===== src/rtl/parking_gate_ctrl.sv =====
// parking_gate_ctrl: serves arrive/depart requests against a 4-spot register and times the gate barrier
// Ports: CLK/RST (async active-low) | arrive, depart, depart_spot: gate requests, held until ack
//        F/E: full/empty vectors from the spot register | En/make_entry/sel: single-cycle register write
//        spot: last served spot | ack/reject: request completion | gate_open: barrier drive
//        busy: FSM not idle | occupied: count of full spots | err: F and E disagree
module parking_gate_ctrl #(
  parameter int GATE_CYCLES = 8
) (
  input  logic       CLK,
  input  logic       RST,
  input  logic       arrive,
  input  logic       depart,
  input  logic [1:0] depart_spot,
  input  logic [3:0] F,
  input  logic [3:0] E,
  output logic       En,
  output logic       make_entry,
  output logic [1:0] sel,
  output logic [1:0] spot,
  output logic       ack,
  output logic       reject,
  output logic       gate_open,
  output logic       busy,
  output logic [2:0] occupied,
  output logic       err
);
  typedef enum logic [2:0] {IDLE, WRITE, GATE, REJECT, WAIT_DROP} state_t;
  state_t state_q, state_d;
  logic [1:0] target_q, target_d, free_idx, sel_q, sel_d, spot_q, spot_d;
  logic [7:0] cnt_q, cnt_d;
  logic [2:0] occupied_q, occupied_d;
  logic mode_q, mode_d, src_q, src_d;
  logic en_q, en_d, make_entry_q, make_entry_d, ack_q, ack_d, reject_q, reject_d;
  logic gate_open_q, gate_open_d, busy_q, busy_d, err_q, err_d;
  always_comb begin
    free_idx = 2'd0;
    for (int i = 3; i >= 0; i--) free_idx = E[i] ? 2'(i) : free_idx;
    occupied_d = 3'd0;
    for (int i = 0; i < 4; i++) occupied_d = occupied_d + 3'(!E[i]);
  end
  // src_q remembers which request line is being served so WAIT_DROP only watches that one
  always_comb begin
    state_d  = state_q;
    target_d = target_q;
    mode_d   = mode_q;
    src_d    = src_q;
    cnt_d    = cnt_q;
    unique case (state_q)
      IDLE: begin
        if (depart) begin
          src_d    = 1'b1;
          target_d = depart_spot;
          mode_d   = 1'b0;
          state_d  = E[depart_spot] ? REJECT : WRITE;
        end else if (arrive) begin
          src_d    = 1'b0;
          target_d = free_idx;
          mode_d   = 1'b1;
          state_d  = (|E) ? WRITE : REJECT;
        end
      end
      WRITE: begin
        state_d = GATE;
        cnt_d   = 8'(GATE_CYCLES - 1);
      end
      GATE: begin
        state_d = (cnt_q == 8'd0) ? WAIT_DROP : GATE;
        cnt_d   = (cnt_q == 8'd0) ? cnt_q : cnt_q - 8'd1;
      end
      REJECT:    state_d = WAIT_DROP;
      WAIT_DROP: state_d = (src_q ? depart : arrive) ? WAIT_DROP : IDLE;
      default:   state_d = IDLE;
    endcase
  end
  // outputs are decoded from the next state so every output is a plain register
  always_comb begin
    en_d         = state_d == WRITE;
    make_entry_d = en_d ? mode_d : make_entry_q;
    sel_d        = en_d ? target_d : sel_q;
    spot_d       = (state_q == WRITE) ? target_q : spot_q;
    gate_open_d  = state_d == GATE;
    ack_d        = (state_d == REJECT) || (state_d == GATE && cnt_d == 8'd0);
    reject_d     = state_d == REJECT;
    busy_d       = state_d != IDLE;
    err_d        = F != ~E;
  end
  always_ff @(posedge CLK or negedge RST) begin
    if (!RST) begin
      state_q      <= IDLE;
      target_q     <= 2'd0;
      mode_q       <= 1'b0;
      src_q        <= 1'b0;
      cnt_q        <= 8'd0;
      en_q         <= 1'b0;
      make_entry_q <= 1'b0;
      sel_q        <= 2'd0;
      spot_q       <= 2'd0;
      ack_q        <= 1'b0;
      reject_q     <= 1'b0;
      gate_open_q  <= 1'b0;
      busy_q       <= 1'b0;
      occupied_q   <= 3'd0;
      err_q        <= 1'b0;
    end else begin
      state_q      <= state_d;
      target_q     <= target_d;
      mode_q       <= mode_d;
      src_q        <= src_d;
      cnt_q        <= cnt_d;
      en_q         <= en_d;
      make_entry_q <= make_entry_d;
      sel_q        <= sel_d;
      spot_q       <= spot_d;
      ack_q        <= ack_d;
      reject_q     <= reject_d;
      gate_open_q  <= gate_open_d;
      busy_q       <= busy_d;
      occupied_q   <= occupied_d;
      err_q        <= err_d;
    end
  end
  assign En         = en_q;
  assign make_entry = make_entry_q;
  assign sel        = sel_q;
  assign spot       = spot_q;
  assign ack        = ack_q;
  assign reject     = reject_q;
  assign gate_open  = gate_open_q;
  assign busy       = busy_q;
  assign occupied   = occupied_q;
  assign err        = err_q;
endmodule


===== config.mk =====
export PLATFORM = sky130hd
export DESIGN_NAME = parking_gate_ctrl
export DESIGN_NICKNAME = d
export VERILOG_FILES = /design/src/rtl/parking_gate_ctrl.sv
export SDC_FILE = /design/constraint.sdc
export NUM_CORES = 1
export LEC_CHECK = 0
export CAP_MARGIN = 20
export CORE_UTILIZATION = 30
export DETAILED_ROUTE_END_ITERATION = 10
export GPL_TIMING_DRIVEN = 1
export PLACE_DENSITY_LB_ADDON = 0.15
export REMOVE_ABC_BUFFERS = 1
export SETUP_SLACK_MARGIN = 0.1
export SYNTH_ARGS = -nofsm -noshare
export SYNTH_HDL_FRONTEND = slang
export SYNTH_SLANG_ARGS = --single-unit

===== constraint.sdc =====
create_clock -name CLK -period 5.4 [get_ports CLK]
set_input_delay 0.81 -clock CLK [delete_from_list [all_inputs] [get_ports CLK]]
set_output_delay 0.81 -clock CLK [all_outputs]
set_load 0.01 [all_outputs]

# [After elaboration in Yosys (flattened, before gate mapping)]
# Cells that the tools add are included.
# Widths: inputs -> output; s select.
[word_totals] regBits=29 latchBits=0 ram_bits=0 romBits=0 elab_cells=66 n_memories=0
[classes] n_addsub=4 n_mul=0 div=0 n_lt_le_gt_ge=1 eq_ne=8 shifts=0 mux=24 bitwise_logic=1 reduce_logical=13
[op_table] op="$mux 2" n=9
[op_table] op="$logic_not 8->1" n=2
[op_table] op="$pmux 8 s2" n=1
[op_table] op="$pmux 3 s5" n=1
[op_table] op="$eq 3x2->1 const B" n=4
[op_table] op="$mux 3" n=4
[op_table] op="$mux 8" n=1
[op_table] op="$sub 8x1->8 const B" n=1
[op_table] op="$mux 1" n=7
[op_table] op="$eq 3x1->1 const B" n=2
[op_table] op="$logic_not 1->1" n=4
[op_table] op="$ne 4x4->1" n=1
[op_table] op="$not 4->4" n=1
[op_table] op="$reduce_or 4->1" n=1
[op_table] op="$add 2x1->3" n=1
[op_table] op="$add 3x1->3" n=1
[op_table] op="$eq 3x3->1 const B" n=1
[op_table] op="$logic_not 3->1" n=1
[op_table] op="$lt 2x3->1 const B" n=1
[op_table] op="$reduce_bool 3->1" n=1
[op_table] op="$add 1x1->2" n=1
[op_table] op="$bmux 1 s2" n=1
[op_table] op="$reduce_and 2->1" n=1
[op_table] op="$reduce_bool 2->1" n=1
[op_table] op="2 further kinds" n=2

# [Logic depth before layout (Yosys ltp)]
[logic_depth] depth_word=8 depth_mapped=8 depth_no_buf=7

# [Least setup slack after synthesis]
# Ideal clock, no wire load.
[synth_timing] path_kind="input to register" from="input depart_spot[0]" to="register busy_q, in the netlist busy" setup_ps=131 arrival_ps=1922 t_required_ps=5269 slack_ps=3346 path_stages=5 path_buffers=0 path_cell_list="mux4_2 > nand2_1 > a21oi_1 > or2_1 > or3_1"
[synth_between] elab_chain_len=6
[synth_rtl] element="from (decl)" line="13" text="input logic [1:0] depart_spot,"
[synth_rtl] element="$bmux 1 s2" line="54" text="state_d = E[depart_spot] ? REJECT : WRITE;"
[synth_rtl] element="$mux 1 (not written as such)" line="54"
[synth_rtl] element="$mux 2" line="54"
[synth_rtl] element="$mux 3" line="50" text="if (depart) begin"
[synth_rtl] element="$pmux 3 s5" line="48" text="unique case (state_q)"
[synth_rtl] element="via state_d[1]" line="28" text="state_t state_q, state_d;"
[synth_rtl] element="$reduce_bool 3->1" line="84" text="busy_d = state_d != IDLE;"
[synth_rtl] element="via busy_d" line="34" text="logic gate_open_q, gate_open_d, busy_q, busy_d, err_q, err_d;"
[synth_rtl] element="to (signal assigned)" line="117" text="busy_q <= busy_d;"
[synth_rtl] element="to (decl)" line="34"
# The timed path passes the listed nets, and every way through them passes these cells. The select of a mux whose other input is x is not followed.
# A chain may end at the register's enable or synchronous reset.

# [Worst setup path after layout]
[layout_timing] from="input E[1]" to="register sel_q[1], in the netlist sel[1]"
[layout_between] elab_chain_len=6
[layout_rtl] element="from (decl)" line="15" text="input logic [3:0] E,"
[layout_rtl] element="$bmux 1 s2 / $reduce_or 4->1 (equally long branches)" line="54, 59"
[layout_rtl] element="$mux 1 (not written as such) / $mux 2 (equally long branches)" line="54, 59"
[layout_rtl] element="$mux 2 / $mux 3 (equally long branches)" line="54, 55"
[layout_rtl] element="$mux 3" line="50"
[layout_rtl] element="$pmux 3 s5" line="48"
[layout_rtl] element="$eq 3x1->1" line="77" text="en_d = state_d == WRITE;"
[layout_rtl] element="to (signal assigned)" line="112" text="sel_q <= sel_d;"
[layout_rtl] element="to (decl)" line="29" text="logic [1:0] target_q, target_d, free_idx, sel_q, sel_d, spot_q, spot_d;"
# Parallel ways exist; a longest one is shown, timed or not. The select of a mux whose other input is x is not followed.

==> flow_summary_export.csv <==
group,metric,value,unit
finish,fillers,480,
worst_hold_path,hold_path_depth,1,
route,top_layer_used,"met4",
route,dr.first_iter.drc_count,68,
synthesis,synth_flop_cell,"dfrtp_1",
placed_design,dp_hpwl,2.58,mm
synthesis,synth-edff-count,0,
timing,setup_viol,0,
clock_tree,cts_root_buf,"clkbuf_8",
route,wire_per_inst,14.2,µm
worst_setup_path,rrSetupSlack,3.15,ns
placed_design,numPortBuffers,27,
global_route,grt_pass1_wl,5.89,mm
outcome,status,"complete, no violations",
timing,min_period,2.44,ns
clock_tree,cts_tree,"done",
global_route,antenna_found_initial,0,
synthesis,synth_compound_area_share,15.9,%
synthesis,ys_warn_count,0,
clock_tree,post_cts_buffers,0,
worst_setup_path,r2r_cells,7,
worst_setup_path,cp.required,5.56,ns
placed_design,gp_congestion,0.832,
synthesis,synth.area.mux_share,6.72,%
worst_hold_path,min-delay-start,"sel[1]",
clock_tree,clkSlewWorstSetupHoldPaths,0.06,ns
worst_setup_path,critPathMaxFanout,5,
clock_tree,ctsHoldBuffers,0,
worst_hold_path,hp-class,"flop to flop",
power_and_ir_drop,p_per_area,524,nW/µm²
finish,area_growth,29.4,%
clock_tree,ctsResizeCount,0,
route,vias_per_cell,4.94,
power_and_ir_drop,p_sw,0.400,mW
timing,setup_ws,2.96,ns
synthesis,synthAdderAreaFrac,5.34,%
floorplanning,start_util,31.9,%
synthesis,synth_area,1550,µm²
power_and_ir_drop,p_leak,0.860,nW
placed_design,placed_area,1900,µm²
power_and_ir_drop,seq_power_share,36.6,%
floorplanning,die_area,5440,µm²
clock_tree,numClockSinks,29,
timing,slew_headroom,57.6,%
worst_hold_path,hold_end,"sel[1]",
floorplanning,die_w,73.8,µm
floorplanning,rows,25,
finish,final_core_util,41.2,%
clock_tree,numCtsBuffers,5,
synthesis,synth_cells,143,
placed_design,dp_slack,2.69,ns
synthesis,yosysTopAreaCell,"dfrtp_1",
power_and_ir_drop,power.internal,0.648,mW
clock_tree,cts_max_level,2,
synthesis,ys_seq_elements,29,
route,drc,0,
power_and_ir_drop,max-vdd-ir-drop,0.235,mV
synthesis,synth.top_cell.area_share,47.0,%
timing,drv_slew,0,
synthesis,synth.distinct_cells,51,
job,drv_cap,0,
worst_setup_path,max_stage_delay,0.50,ns
worst_setup_path,rr_startpoint,"cnt_q[0]",
finish,diodes,0,
synthesis,yosysSeqAreaShare,47.0,%
finish,drive_gt1_share,14.7,%
global_route,grt_usage,14.8,%
finish,nets,196,
worst_setup_path,cp.arrival,2.60,ns
timing,tns,0,ns
worst_setup_path,cp-start-kind,"primary input",
worst_setup_path,path_class,"primary input to flop",
route,wl_met1,1.61,mm
synthesis,async_flop_share,100,%
power_and_ir_drop,p_total,1.05,mW
synthesis,ys_top_cells_by_area,"dfrtp_1, ha_1, mux2_2",
timing,period_share,45.2,%
global_route,overflow,0,
route,wl_met2,1.64,mm
synthesis,synthTopCellsByCount,"dfrtp_1, inv_1, nand2_1, nor2_1, o21ai_0",
timing,hold_violations,0,
synthesis,synth_most_common_cell,"dfrtp_1",
floorplanning,ioPinCount,28,
power_and_ir_drop,switching_share,38.2,%
route,routed_wl,3.45,mm
power_and_ir_drop,power_frac_comb,44.3,%
worst_setup_path,crit_slowest_cell,"clkdlybuf4s50_1",
finish,fin_area,2000,µm²
worst_setup_path,r2r-end,"ack",
route,antenna_left,0,
synthesis,postSynthAreaPerCell,10.8,µm²
clock_tree,clkLatencyLatePin,0.28,ns
timing,worstMarginPinSlew,0.620,ns
route,dr.pass1.iters,4,
power_and_ir_drop,pwr-share-clk,19.0,%
synthesis,synthXorXnorAreaFrac,2.27,%
timing,rsz0062_at_grt,"false",
worst_setup_path,endpoint_kind,"flop",
timing,max_freq,409,MHz
floorplanning,coreArea,4850,µm²
synthesis,synth_top_family_by_area,"simple AND/OR/NAND/NOR gates",
synthesis,synth-simple-area-share,19.4,%
global_route,grt_max_degree,30,
clock_tree,clockBufferDepth,2,
global_route,grt_pass1_vias,1192,
route,met3_length,145,µm
worst_setup_path,worstPathCellList,"clkdlybuf4s50_1, inv_1, ha_1, nand4b_1, a21oi_1, nand2b_1, mux2_2",
timing,skew,0.0133,ns
route,vias,1205,
floorplanning,die_y,73.8,µm
how the worst max path moves through the flow:
| stage | from | endpoint | slack, ns | depth (start not counted) |
|---|---|---|---|---|
| final | E[1] | sel[1] | 2.96 | 7 |
| after global routing | E[0] | sel[1] | 2.86 | 7 |
| after CTS | E[1] | sel[1] | 2.97 | 7 |
| after detailed placement | E[1] | sel[0] | 2.69 | 7 |
| after global placement | depart_spot[0] | busy | 2.68 | 6 |
| after floorplan | depart_spot[0] | busy | 3.35 | 5 |
power groups by stage:
| stage | clock [mW] | sequential (mW) | combinational, mW |
|---|---|---|---|
| 6_report | 0.200 | 0.384 | 0.465 |
| 5_1_grt | 0.219 | 0.395 | 0.517 |
| 4_1_cts | 0.206 | 0.383 | 0.470 |
| 3_5_place_dp | 0 | 0.385 | 0.467 |
| 3_3_place_gp | 0 | 0.383 | 0.464 |
| 2_1_floorplan | 0 | 0.387 | 0.287 |
routing by layer:
metal	global-route usage, %	vias up
li1	-	584
met1	19.4	587
met2	22.8	28
met3	4.39	6
met4	6.20	0
met5	0	-
logic make-up (layout without fill, tap and decap cells):
family,Yosys count,count (layout)
mux,8,8
simple gates,49,49
xor+xnor,4,4
buf+inv,14,48
fa+ha+maj,6,6
flops,29,29
compound gates,33,33
final cells by class:
class,count,area [µm²],share of cell area (%)
clock buffer,7,96.3,4.82
clock inverter,1,5.00,0.250
inverter,12,45.0,2.25
multi-input combinational,100,766,38.3
sequential,29,726,36.3
tap,67,83.8,4.19
timing repair buffer,28,278,13.9
cells in the final DEF, fill, tap and decap left out, drive strengths merged, types with 2 or more instances in the layout:
master	synthesis	layout
nand2	9	9
or2	2	2
mux2	6	6
inv	12	12
clkdlybuf4s50	0	27
nor3	6	6
o21a	2	2
nand2b	4	4
nor4b	2	2
xor2	4	4
nor2	8	8
clkbuf	1	7
a21o	2	2
a21oi	4	4
nand4	3	3
nor4	2	2
ha	5	5
or3	3	3
and2	3	3
a22oi	2	2
dfrtp	29	29
nand3	3	3
o41ai	3	3
o21ai	8	8
worst max-delay path, delay by kind of cell:
kind                       cells  cell delay (ns)
and+or+nand+nor                2             0.34
muxes                          1             0.35
buffers and inverters          2             0.64
AOI/OAI and AO/OA              1             0.30
adders and majority gates      1             0.15
per-stage QoR:
step / instances / hold WS [ns]
final: 244 / 0.508
after global routing: 244 / 0.543
after CTS: 244 / 0.514
after detailed placement: 236 / 0.500
after global placement: 236 / 0.496
after floorplan: 141 / 0.470
flip-flops by register name, summed over array words and instances (netlist names):
register / count
cnt_q: 8
occupied: 3
state_q: 3
sel: 2
spot: 2
target_q: 2
En: 1
ack: 1
busy: 1
err: 1
gate_open: 1
make_entry: 1
mode_q: 1
reject: 1
src_q: 1
No activity file was read; power rests on OpenSTA's default activity.
